$ cat config.mk
export PLATFORM = sky130hd
export DESIGN_NAME = l1i_fetch
export DESIGN_NICKNAME = d
export VERILOG_FILES = /design/src/rtl/l1_pkg.sv /design/src/rtl/l1i_fetch_fifo.sv /design/src/rtl/l1i_fetch.sv
export SDC_FILE = /design/constraint.sdc
export NUM_CORES = 1
export LEC_CHECK = 0
export ABC_AREA = 1
export CAP_MARGIN = 0
export CELL_PAD_IN_SITES_DETAIL_PLACEMENT = 1
export CELL_PAD_IN_SITES_GLOBAL_PLACEMENT = 1
export CORE_MARGIN = 3
export CORE_UTILIZATION = 49
export DETAILED_ROUTE_END_ITERATION = 16
export DONT_BUFFER_PORTS = 1
export PLACE_DENSITY = 0.85
export SETUP_SLACK_MARGIN = 0.2
export SYNTH_ARGS = -nofsm -noshare
export SYNTH_HDL_FRONTEND = slang
export SYNTH_SLANG_ARGS = --single-unit
$ cat constraint.sdc
create_clock -name clk -period 8.3 [get_ports clk]
set_input_delay 1.245 -clock clk [delete_from_list [all_inputs] [get_ports clk]]
set_output_delay 1.245 -clock clk [all_outputs]
set_load 0.02 [all_outputs]
$ cat src/rtl/l1_pkg.sv
// Shared definitions for the L1 instruction fetch path: FSM states, word size, buffer entry layout.
package l1_pkg;

    localparam int unsigned CORE_ADDR_W = 32;
    localparam int unsigned CORE_DATA_W = 32;
    localparam int unsigned INSTR_BYTES = 4;

    typedef enum logic [0:0] {
        RUN  = 1'b0,
        DROP = 1'b1
    } fetch_state_e;

    typedef struct packed {
        logic [CORE_ADDR_W-1:0] pc;
        logic [CORE_DATA_W-1:0] data;
    } fetch_entry_t;

endpackage

$ cat src/rtl/l1i_fetch_fifo.sv
// Synchronous instruction buffer with flush, a registered head and a look-ahead count.
module l1i_fetch_fifo #(
    parameter int unsigned WIDTH = 64,
    parameter int unsigned DEPTH = 4
) (
    input  logic                       clk,
    input  logic                       rst_n,
    input  logic                       push_i,
    input  logic [WIDTH-1:0]           push_data_i,
    input  logic                       pop_i,
    input  logic                       flush_i,
    output logic [$clog2(DEPTH+1)-1:0] count_next_c,
    output logic                       head_val_o,
    output logic [WIDTH-1:0]           head_data_o
);

    localparam int unsigned PTR_W = $clog2(DEPTH);
    localparam int unsigned CNT_W = $clog2(DEPTH + 1);

    logic [WIDTH-1:0] mem_q [DEPTH];
    logic [PTR_W-1:0] rd_ptr_q, rd_ptr_d;
    logic [PTR_W-1:0] wr_ptr_q, wr_ptr_d;
    logic [CNT_W-1:0] count_q;
    logic             head_val_q;
    logic [WIDTH-1:0] head_data_q, head_data_d;
    logic             do_push, do_pop;

    // Flush overrides both push and pop in the same cycle.
    assign do_push = push_i && !flush_i;
    assign do_pop  = pop_i && head_val_q && !flush_i;

    always_comb begin
        count_next_c = flush_i ? '0 : count_q + CNT_W'(do_push) - CNT_W'(do_pop);
        rd_ptr_d     = flush_i ? '0 : rd_ptr_q + PTR_W'(do_pop);
        wr_ptr_d     = flush_i ? '0 : wr_ptr_q + PTR_W'(do_push);
        // A push into an otherwise-empty buffer becomes the head directly.
        if (count_next_c == '0) begin
            head_data_d = '0;
        end else if (do_push && (rd_ptr_d == wr_ptr_q)) begin
            head_data_d = push_data_i;
        end else begin
            head_data_d = mem_q[rd_ptr_d];
        end
    end

    always_ff @(posedge clk) begin
        if (do_push) begin
            mem_q[wr_ptr_q] <= push_data_i;
        end
    end

    always_ff @(posedge clk) begin
        if (!rst_n) begin
            rd_ptr_q    <= '0;
            wr_ptr_q    <= '0;
            count_q     <= '0;
            head_val_q  <= 1'b0;
            head_data_q <= '0;
        end else begin
            rd_ptr_q    <= rd_ptr_d;
            wr_ptr_q    <= wr_ptr_d;
            count_q     <= count_next_c;
            head_val_q  <= (count_next_c != '0);
            head_data_q <= head_data_d;
        end
    end

    assign head_val_o  = head_val_q;
    assign head_data_o = head_data_q;

endmodule

$ cat src/rtl/l1i_fetch.sv
// Instruction fetch initiator: owns the fetch PC, issues one cache read at a time, handles redirects.
module l1i_fetch
    import l1_pkg::*;
#(
    parameter int unsigned       ADDR_W     = CORE_ADDR_W,
    parameter int unsigned       DATA_W     = CORE_DATA_W,
    parameter logic [ADDR_W-1:0] RESET_PC   = '0,
    parameter int unsigned       FIFO_DEPTH = 4
) (
    input  logic              clk,
    input  logic              rst_n,
    output logic              core_req_val,
    output logic [ADDR_W-1:0] core_req_addr,
    input  logic              core_req_ack,
    input  logic [DATA_W-1:0] core_ack_data,
    input  logic              redir_val,
    input  logic [ADDR_W-1:0] redir_pc,
    output logic              inst_val,
    output logic [DATA_W-1:0] inst_data,
    output logic [ADDR_W-1:0] inst_pc,
    input  logic              inst_rdy
);

    localparam int unsigned       ENT_W      = ADDR_W + DATA_W;
    localparam int unsigned       CNT_W      = $clog2(FIFO_DEPTH + 1);
    localparam logic [ADDR_W-1:0] ALIGN_MASK = ~ADDR_W'(INSTR_BYTES - 1);
    localparam logic [ADDR_W-1:0] RESET_PC_A = RESET_PC & ALIGN_MASK;

    fetch_state_e      state_q, state_d;
    logic [ADDR_W-1:0] pc_q, pc_d;
    logic [ADDR_W-1:0] tgt_q, tgt_d;
    logic              req_val_q, req_val_d;
    logic              ack_c, push_c, pop_c, flush_c;
    logic [ADDR_W-1:0] redir_pc_a;
    logic [CNT_W-1:0]  count_next;
    logic [ENT_W-1:0]  head_data;

    assign ack_c      = core_req_ack && req_val_q;
    assign pop_c      = inst_val && inst_rdy;
    assign redir_pc_a = redir_pc & ALIGN_MASK;

    // DROP means the in-flight request belongs to a stale stream; its data is discarded on ack.
    always_comb begin
        state_d = state_q;
        pc_d    = pc_q;
        tgt_d   = tgt_q;
        push_c  = 1'b0;
        flush_c = 1'b0;
        case (state_q)
            RUN: begin
                if (redir_val) begin
                    flush_c = 1'b1;
                    if (ack_c || !req_val_q) begin
                        pc_d = redir_pc_a;
                    end else begin
                        tgt_d   = redir_pc_a;
                        state_d = DROP;
                    end
                end else if (ack_c) begin
                    push_c = 1'b1;
                    pc_d   = pc_q + ADDR_W'(INSTR_BYTES);
                end
            end
            DROP: begin
                if (redir_val) begin
                    flush_c = 1'b1;
                    tgt_d   = redir_pc_a;
                end
                if (ack_c) begin
                    state_d = RUN;
                    pc_d    = redir_val ? redir_pc_a : tgt_q;
                end
            end
            default: state_d = RUN;
        endcase
    end

    // Only request when the word returned is guaranteed a slot.
    assign req_val_d = (count_next < CNT_W'(FIFO_DEPTH));

    always_ff @(posedge clk) begin
        if (!rst_n) begin
            state_q   <= RUN;
            pc_q      <= RESET_PC_A;
            tgt_q     <= '0;
            req_val_q <= 1'b0;
        end else begin
            state_q   <= state_d;
            pc_q      <= pc_d;
            tgt_q     <= tgt_d;
            req_val_q <= req_val_d;
        end
    end

    l1i_fetch_fifo #(
        .WIDTH (ENT_W),
        .DEPTH (FIFO_DEPTH)
    ) u_fifo (
        .clk          (clk),
        .rst_n        (rst_n),
        .push_i       (push_c),
        .push_data_i  ({pc_q, core_ack_data}),
        .pop_i        (pop_c),
        .flush_i      (flush_c),
        .count_next_c (count_next),
        .head_val_o   (inst_val),
        .head_data_o  (head_data)
    );

    assign core_req_val  = req_val_q;
    assign core_req_addr = pc_q;
    assign inst_pc       = head_data[ENT_W-1:DATA_W];
    assign inst_data     = head_data[DATA_W-1:0];

endmodule

-- After elaboration in Yosys (flattened, before gate mapping)
Memory sizes are Yosys's and may differ from the RTL's. A register that Yosys moved wholly into a read port is not among the register bits.
Index checks and enable logic that the tools add are counted.
- add/subtract/negate cells: 5
- eq/ne operators: 5
- reduce and logical (&&, ||, !) cells: 14
- magnitude comparators: 1
- bitwise logic cells: 2
- multiplexer cells: 21
- operators with widths (kind ; count):
    32-bit two-way mux ; 7
    32-bit one-hot mux with 2 select lines ; 2
    32-bit by 3-bit adder with 32-bit output (second input constant) ; 1
    1-bit two-way mux ; 9
    3-bit != test (second input constant) ; 2
    1-bit logical AND ; 5
    2-bit by 1-bit adder with 2-bit output ; 2
    2-bit != test (second input constant) ; 2
    2-bit OR reduction ; 2
    3-bit by 1-bit adder with 3-bit output ; 1
    3-bit zero test ; 1
    3-bit < comparator (second input constant) ; 1
    3-bit two-way mux ; 1
    3-bit AND reduction ; 1
    3-bit nonzero test ; 1
    3-bit by 1-bit subtractor with 3-bit output ; 1
    1-bit zero test ; 2
    2-bit two-way mux ; 1
    2-bit by 1-bit != test with 1-bit output (second input constant) ; 1
    1-bit inverter ; 2
    1-bit one-hot mux with 2 select lines ; 1
    2-bit AND reduction ; 1
    1-bit logical OR ; 1
- register bits: 74
- memories: 1
- logic and storage cells: 57
- bits in writable memories: 256
- input bits: 69
- output and inout port bits: 98
- memory list (name ; depth ; bits a word ; rd ports ; clocked after memory_dff ; write ports ; line ; source):
    u_fifo.mem_q ; 4 ; 64 ; 1 ; 1 ; 1 ; l1i_fetch_fifo.sv:20 ; logic [WIDTH-1:0] mem_q [DEPTH];

-- Depth between registers and ports, before layout
- depth after elaboration: 10
- depth in mapped cells: 15
- depth with buffers taken out: 13

-- Modules after synthesis
A second synthesis with hierarchy kept.
- cells, all modules: 1925
- area total of the unflattened synthesis: 17206.5 µm²
- by module, submodules not included (module ; cells an instance ; area each (µm²) ; sequential area each (µm²) ; times used):
    l1i_fetch_fifo ; 1276 ; 13146.4 ; 9128.8 ; 1
    l1i_fetch ; 649 ; 4060.1 ; 1321.3 ; 1

-- Least setup slack after synthesis
Ideal clock, no wire load.
- path kind: input to register
- start point: input port redir_val
- end point: memory u_fifo.mem_q[1][0], enable pin
- path buffers: 0
- arrival time: 6.046 ns
- library setup time: 0.565 ns
- cell stages on the path: 5
- required time: 7.735 ns
- setup slack: 1.689 ns
- path through: inv_2 -> nand2_4 -> nor2_2 -> inv_1 -> nor3_1
- longest elaborated chain between the ends: 5
- elaborated cells on any way between the ends: 7
- classes of those cells: 5 x mux; 2 x reduce/logical
- ends and longest elaborated chain (item ; line ; source):
    from (decl) ; l1i_fetch.sv:16 ; input logic redir_val,
    1-bit two-way mux, on equally long branches ; l1i_fetch.sv:51, l1i_fetch.sv:65 ;
    1-bit two-way mux / 1-bit zero test (equally long branches) ; l1i_fetch.sv:49, l1i_fetch_fifo.sv:29 ;
    1-bit logical AND (*) ; l1i_fetch_fifo.sv:29 ; assign do_push = push_i && !flush_i;
    1-bit two-way mux (*) ; l1i_fetch_fifo.sv:47 ; if (do_push) begin
    1-bit two-way mux (implied by the code) (*) ; l1i_fetch_fifo.sv:48 ; mem_q[wr_ptr_q] <= push_data_i;
    to (decl) ; l1i_fetch_fifo.sv:20 ;
Mark *: on every way between the ends. The rest lies on a longest branch, timed or not.

-- Final worst setup path
- start point: input port redir_val
- end point: register u_fifo.head_data_q[63], in the netlist u_fifo.head_data_o[63] (read register of u_fifo.mem_q)
- longest elaborated chain between the ends: 8
- elaborated cells on any way between the ends: 13
- classes of those cells: 3 x add/sub; 5 x mux; 5 x reduce/logical
- ends and longest elaborated chain (item ; line ; source):
    1-bit two-way mux, on equally long branches ; l1i_fetch.sv:51, l1i_fetch.sv:65 ;
    1-bit two-way mux / 1-bit zero test (equally long branches) ; l1i_fetch.sv:49, l1i_fetch_fifo.sv:29, l1i_fetch_fifo.sv:30 ;
    1-bit logical AND ; l1i_fetch_fifo.sv:29 ;
    3-bit by 1-bit adder with 3-bit output ; l1i_fetch_fifo.sv:33 ; count_next_c = flush_i ? '0 : count_q + CNT_W'(do_push) - CNT_W'(do_pop);
    3-bit by 1-bit subtractor with 3-bit output ; l1i_fetch_fifo.sv:33 ;
    3-bit two-way mux ; l1i_fetch_fifo.sv:33 ;
    3-bit zero test ; l1i_fetch_fifo.sv:37 ; if (count_next_c == '0) begin
    2-bit OR reduction (no line) ; - ;
    to (decl) ; l1i_fetch_fifo.sv:25 ; logic [WIDTH-1:0] head_data_q, head_data_d;
Several ways; a longest one is shown, not always the timed one.
A chain may end at the register's enable or synchronous reset.

==> results.json <==
{
  "reg2reg_depth": 12,
  "synth_top_cell_area_share_pct": 46.30,
  "vias": 12235,
  "cts_hold_repair.buffers": 0,
  "post-synth-top-area-cell": "sky130_fd_sc_hd__edfxtp_1",
  "drt_first_pass_iters": 4,
  "dpl.hpwl_um": 26830,
  "final_core_utilization_pct": 55.05,
  "leakage_uw": 0.006628,
  "yosys_warning_count": 0,
  "post-route-min-period_ns": 4.335,
  "post-route-cell-area_um2": 18140,
  "num_io_pins": 167,
  "average_via_count_per_standard_cell": 5.680,
  "floorplan.initialDensity_pct": 50.39,
  "fp.dieW_um": 190.1,
  "min_path_type": "flop to flop",
  "grt_remaining_overflow": 0,
  "synth_cells": 1711,
  "power-per-cell-area_nw_per_um2": 231.9,
  "synth.yosys.seq_area_share_pct": 62.94,
  "clock_tree.root_cell": "sky130_fd_sc_hd__clkbuf_16",
  "htreeDepth": 2,
  "tritoncts.num_buffers": 42,
  "clock_tree_buf_depth": 3,
  "arrival_ns": 4.75,
  "fin_setup_tns_ns": 0,
  "count_of_buffers_from_port_buffering": 0,
  "detail_route.wirelength_um": 44860,
  "gr-usage-all-layers_pct": 24.48,
  "placement_rows": 66,
  "finalWeightedCongestion": 0.8511,
  "finalHoldWorstSlack_ns": 0.4362,
  "yosys-top-cells-area": "sky130_fd_sc_hd__edfxtp_1 (46%), sky130_fd_sc_hd__dfxtp_1 (17%), sky130_fd_sc_hd__nor2_1 (7.5%)",
  "synth_async_sr_flop_share_pct": 0,
  "tritoncts_clock_tree": "done",
  "finalHoldViolations": 0,
  "maxClockFrequency_mhz": 230.7,
  "place_area_um2": 16840,
  "peakVddDrop_uv": 123.0,
  "worst_setup_path_start_kind": "primary input",
  "clkSlewWorstSetupHoldPaths_ns": 0.06,
  "run_status": "finished, final reports clean",
  "n_antenna_cell": 0,
  "min_delay_path_depth": 2,
  "ctsResizeCount": 0,
  "finClkSkew_ns": 0.01100,
  "syn_to_final_growth_pct": 9.239,
  "cp_data_required_time_ns": 8.72,
  "ant_nets": 0,
  "unrepaired_setup_endpoints_after_global_routing": "false",
  "hold_endpoint": "tgt_q[1]",
  "hold_path_startpoint": "tgt_q[1]",
  "worst-r2r-setup-slack_ns": 4.35,
  "post_cts.repair.setup_buffers": 0,
  "core_area_um2": 32950,
  "syn_area_um2": 16600,
  "grt_antenna_before_repair": 0,
  "chipHeight_um": 190.1,
  "worstSetupEndpointType": "flop",
  "cts_num_sinks": 394,
  "number_of_storage_elements_in_the_synthesis_netlist": 394,
  "route.detailed.wl_per_inst_um": 20.82,
  "tightest_slew_ns": 1.140,
  "number_of_synthesized_flops_with_an_enable_pin": 256,
  "synth.net_count": 1784,
  "reg_to_reg_start": "u_fifo.head_val_o",
  "die-area_um2": 36130,
  "clock_insertion_delay_worst_skew_ns": 0.53,
  "remaining_routing_drc_violations": 0,
  "wire_length_of_the_first_global_routing_pass_um": 70260,
  "critical_path.reg2reg.endpoint": "u_fifo.head_data_o[63]",
  "timing.max_slew.rel_slack_pct": 24.03,
  "finish.net_count": 1752,
  "crit_fanout": 79,
  "maxCapViolCount": 0,
  "synthFlopType": "sky130_fd_sc_hd__edfxtp_1",
  "final-max-slew-violation-count": 0,
  "drt_iter0_drc": 629,
  "drive_gt1_share_pct": 6.600,
  "synth.distinct_cells": 45,
  "maximum_number_of_pins_on_one_net_before_global_route_repair": 97,
  "first_global_vias": 12975,
  "syn_area_per_cell_um2": 9.704,
  "post-route-period-util_pct": 52.23,
  "timing_worst_setup_path_type": "primary input to flop",
  "setup-violations-final": 0
}
[layout make-up]
class	count	area, um2
clock buffer	60	1149
tap	442	553.0
inverter	111	419.2
fill	3646	14810
timing repair buffer	17	127.6
multi-input combinational	1113	5295
sequential	394	10450
clock inverter	17	143.9
[power by group]
group | internal [uW] | total (uW) | switching (uW)
registers | 2140 | 2240 | 98.1
clock network | 1030 | 1770 | 740
logic | 64.5 | 199 | 135
total | 3230 | 4210 | 973
[worst max path at each step]
stage | from | end | slack [ns] | depth (start not counted)
2_1_floorplan | redir_val | u_fifo.mem_q[1][0] | 1.69 | 5
3_3_place_gp | redir_val | u_fifo.head_data_o[38] | 3.51 | 9
3_5_place_dp | redir_val | u_fifo.head_data_o[63] | 3.44 | 9
4_1_cts | redir_val | u_fifo.head_data_o[38] | 3.98 | 9
5_1_grt | redir_val | u_fifo.head_data_o[38] | 3.72 | 9
6_report | redir_val | u_fifo.head_data_o[63] | 3.96 | 9
[sequential cells by signal, summed over array words and instances, names as in the netlist]
name	cells
u_fifo.mem_q	256
u_fifo.rd_ptr_q	2
u_fifo.wr_ptr_q	2
core_req_val	1
u_fifo.count_q	3
core_req_addr	32
state_q	1
u_fifo.head_data_o	64
u_fifo.head_val_o	1
tgt_q	32
[routing by layer]
metal	share of wire, %	track usage, %	wire length (um)	vias up
li1	-	-	-	5713
met1	43	31.38	19160	6175
met2	49	42.44	22030	275
met3	6.0	5.141	2694	72
met4	2.2	6.312	973	0
met5	0	0	0	-
[worst max-delay path, cell delays in order]
cell                      delay (ns)
sky130_fd_sc_hd__inv_2          0.42
sky130_fd_sc_hd__nand3_4        0.64
sky130_fd_sc_hd__inv_2          0.43
sky130_fd_sc_hd__nand2_1        0.14
sky130_fd_sc_hd__nand3_4        0.46
sky130_fd_sc_hd__buf_4          0.80
sky130_fd_sc_hd__inv_2          0.24
sky130_fd_sc_hd__nor2_1         0.18
sky130_fd_sc_hd__nor2_1         0.05
[metrics by stage]
step / total power (uW) / cells / setup slack (ns)
2_1_floorplan: 2406 / 1711 / 1.689
3_3_place_gp: 2464 / 2077 / 3.514
3_5_place_dp: 2479 / 2077 / 3.443
4_1_cts: 4251 / 2154 / 3.982
5_1_grt: 4367 / 2154 / 3.722
6_report: 4206 / 2154 / 3.965
[placed cells by master, fill, tap and decap left out, drive strengths merged, types with 10 or more instances in the layout]
cell type / n
nand2: 320
clkinv: 14
or2: 68
dfxtp: 138
inv: 112
nand3: 92
nor2: 337
clkbuf: 60
o21ai: 143
buf: 17
a41oi: 10
o211ai: 76
a21oi: 28
edfxtp: 256
[logic make-up (layout without fill, tap and decap cells)]
kind of cell	Yosys count	after routing	synth area share, %
AND/OR/NAND/NOR	828	828	20.93
flip-flops	394	394	62.94
adder cells (fa/ha/maj)	4	4	0.3467
buffers and inverters	204	205	5.486
XOR/XNOR	2	2	0.1055
AO/OA/AOI/OAI	279	279	10.20
[synth_stat cells, drive strengths merged, types with 2 or more instances]
cell type and instances:
inv 110, a21o 2, or2 68, a31oi 3
clkbuf 29, nand3 92, nand3b 2, ha 3
dfxtp 138, a21oi 28, nor3 7, nor2 337
o21a 3, o31ai 4, edfxtp 256, o2111ai 4
and2 2, a41oi 10, o22ai 3, buf 64
nand2 320, o21ai 143, o211ai 76
Power figures use the tool's default switching activity.
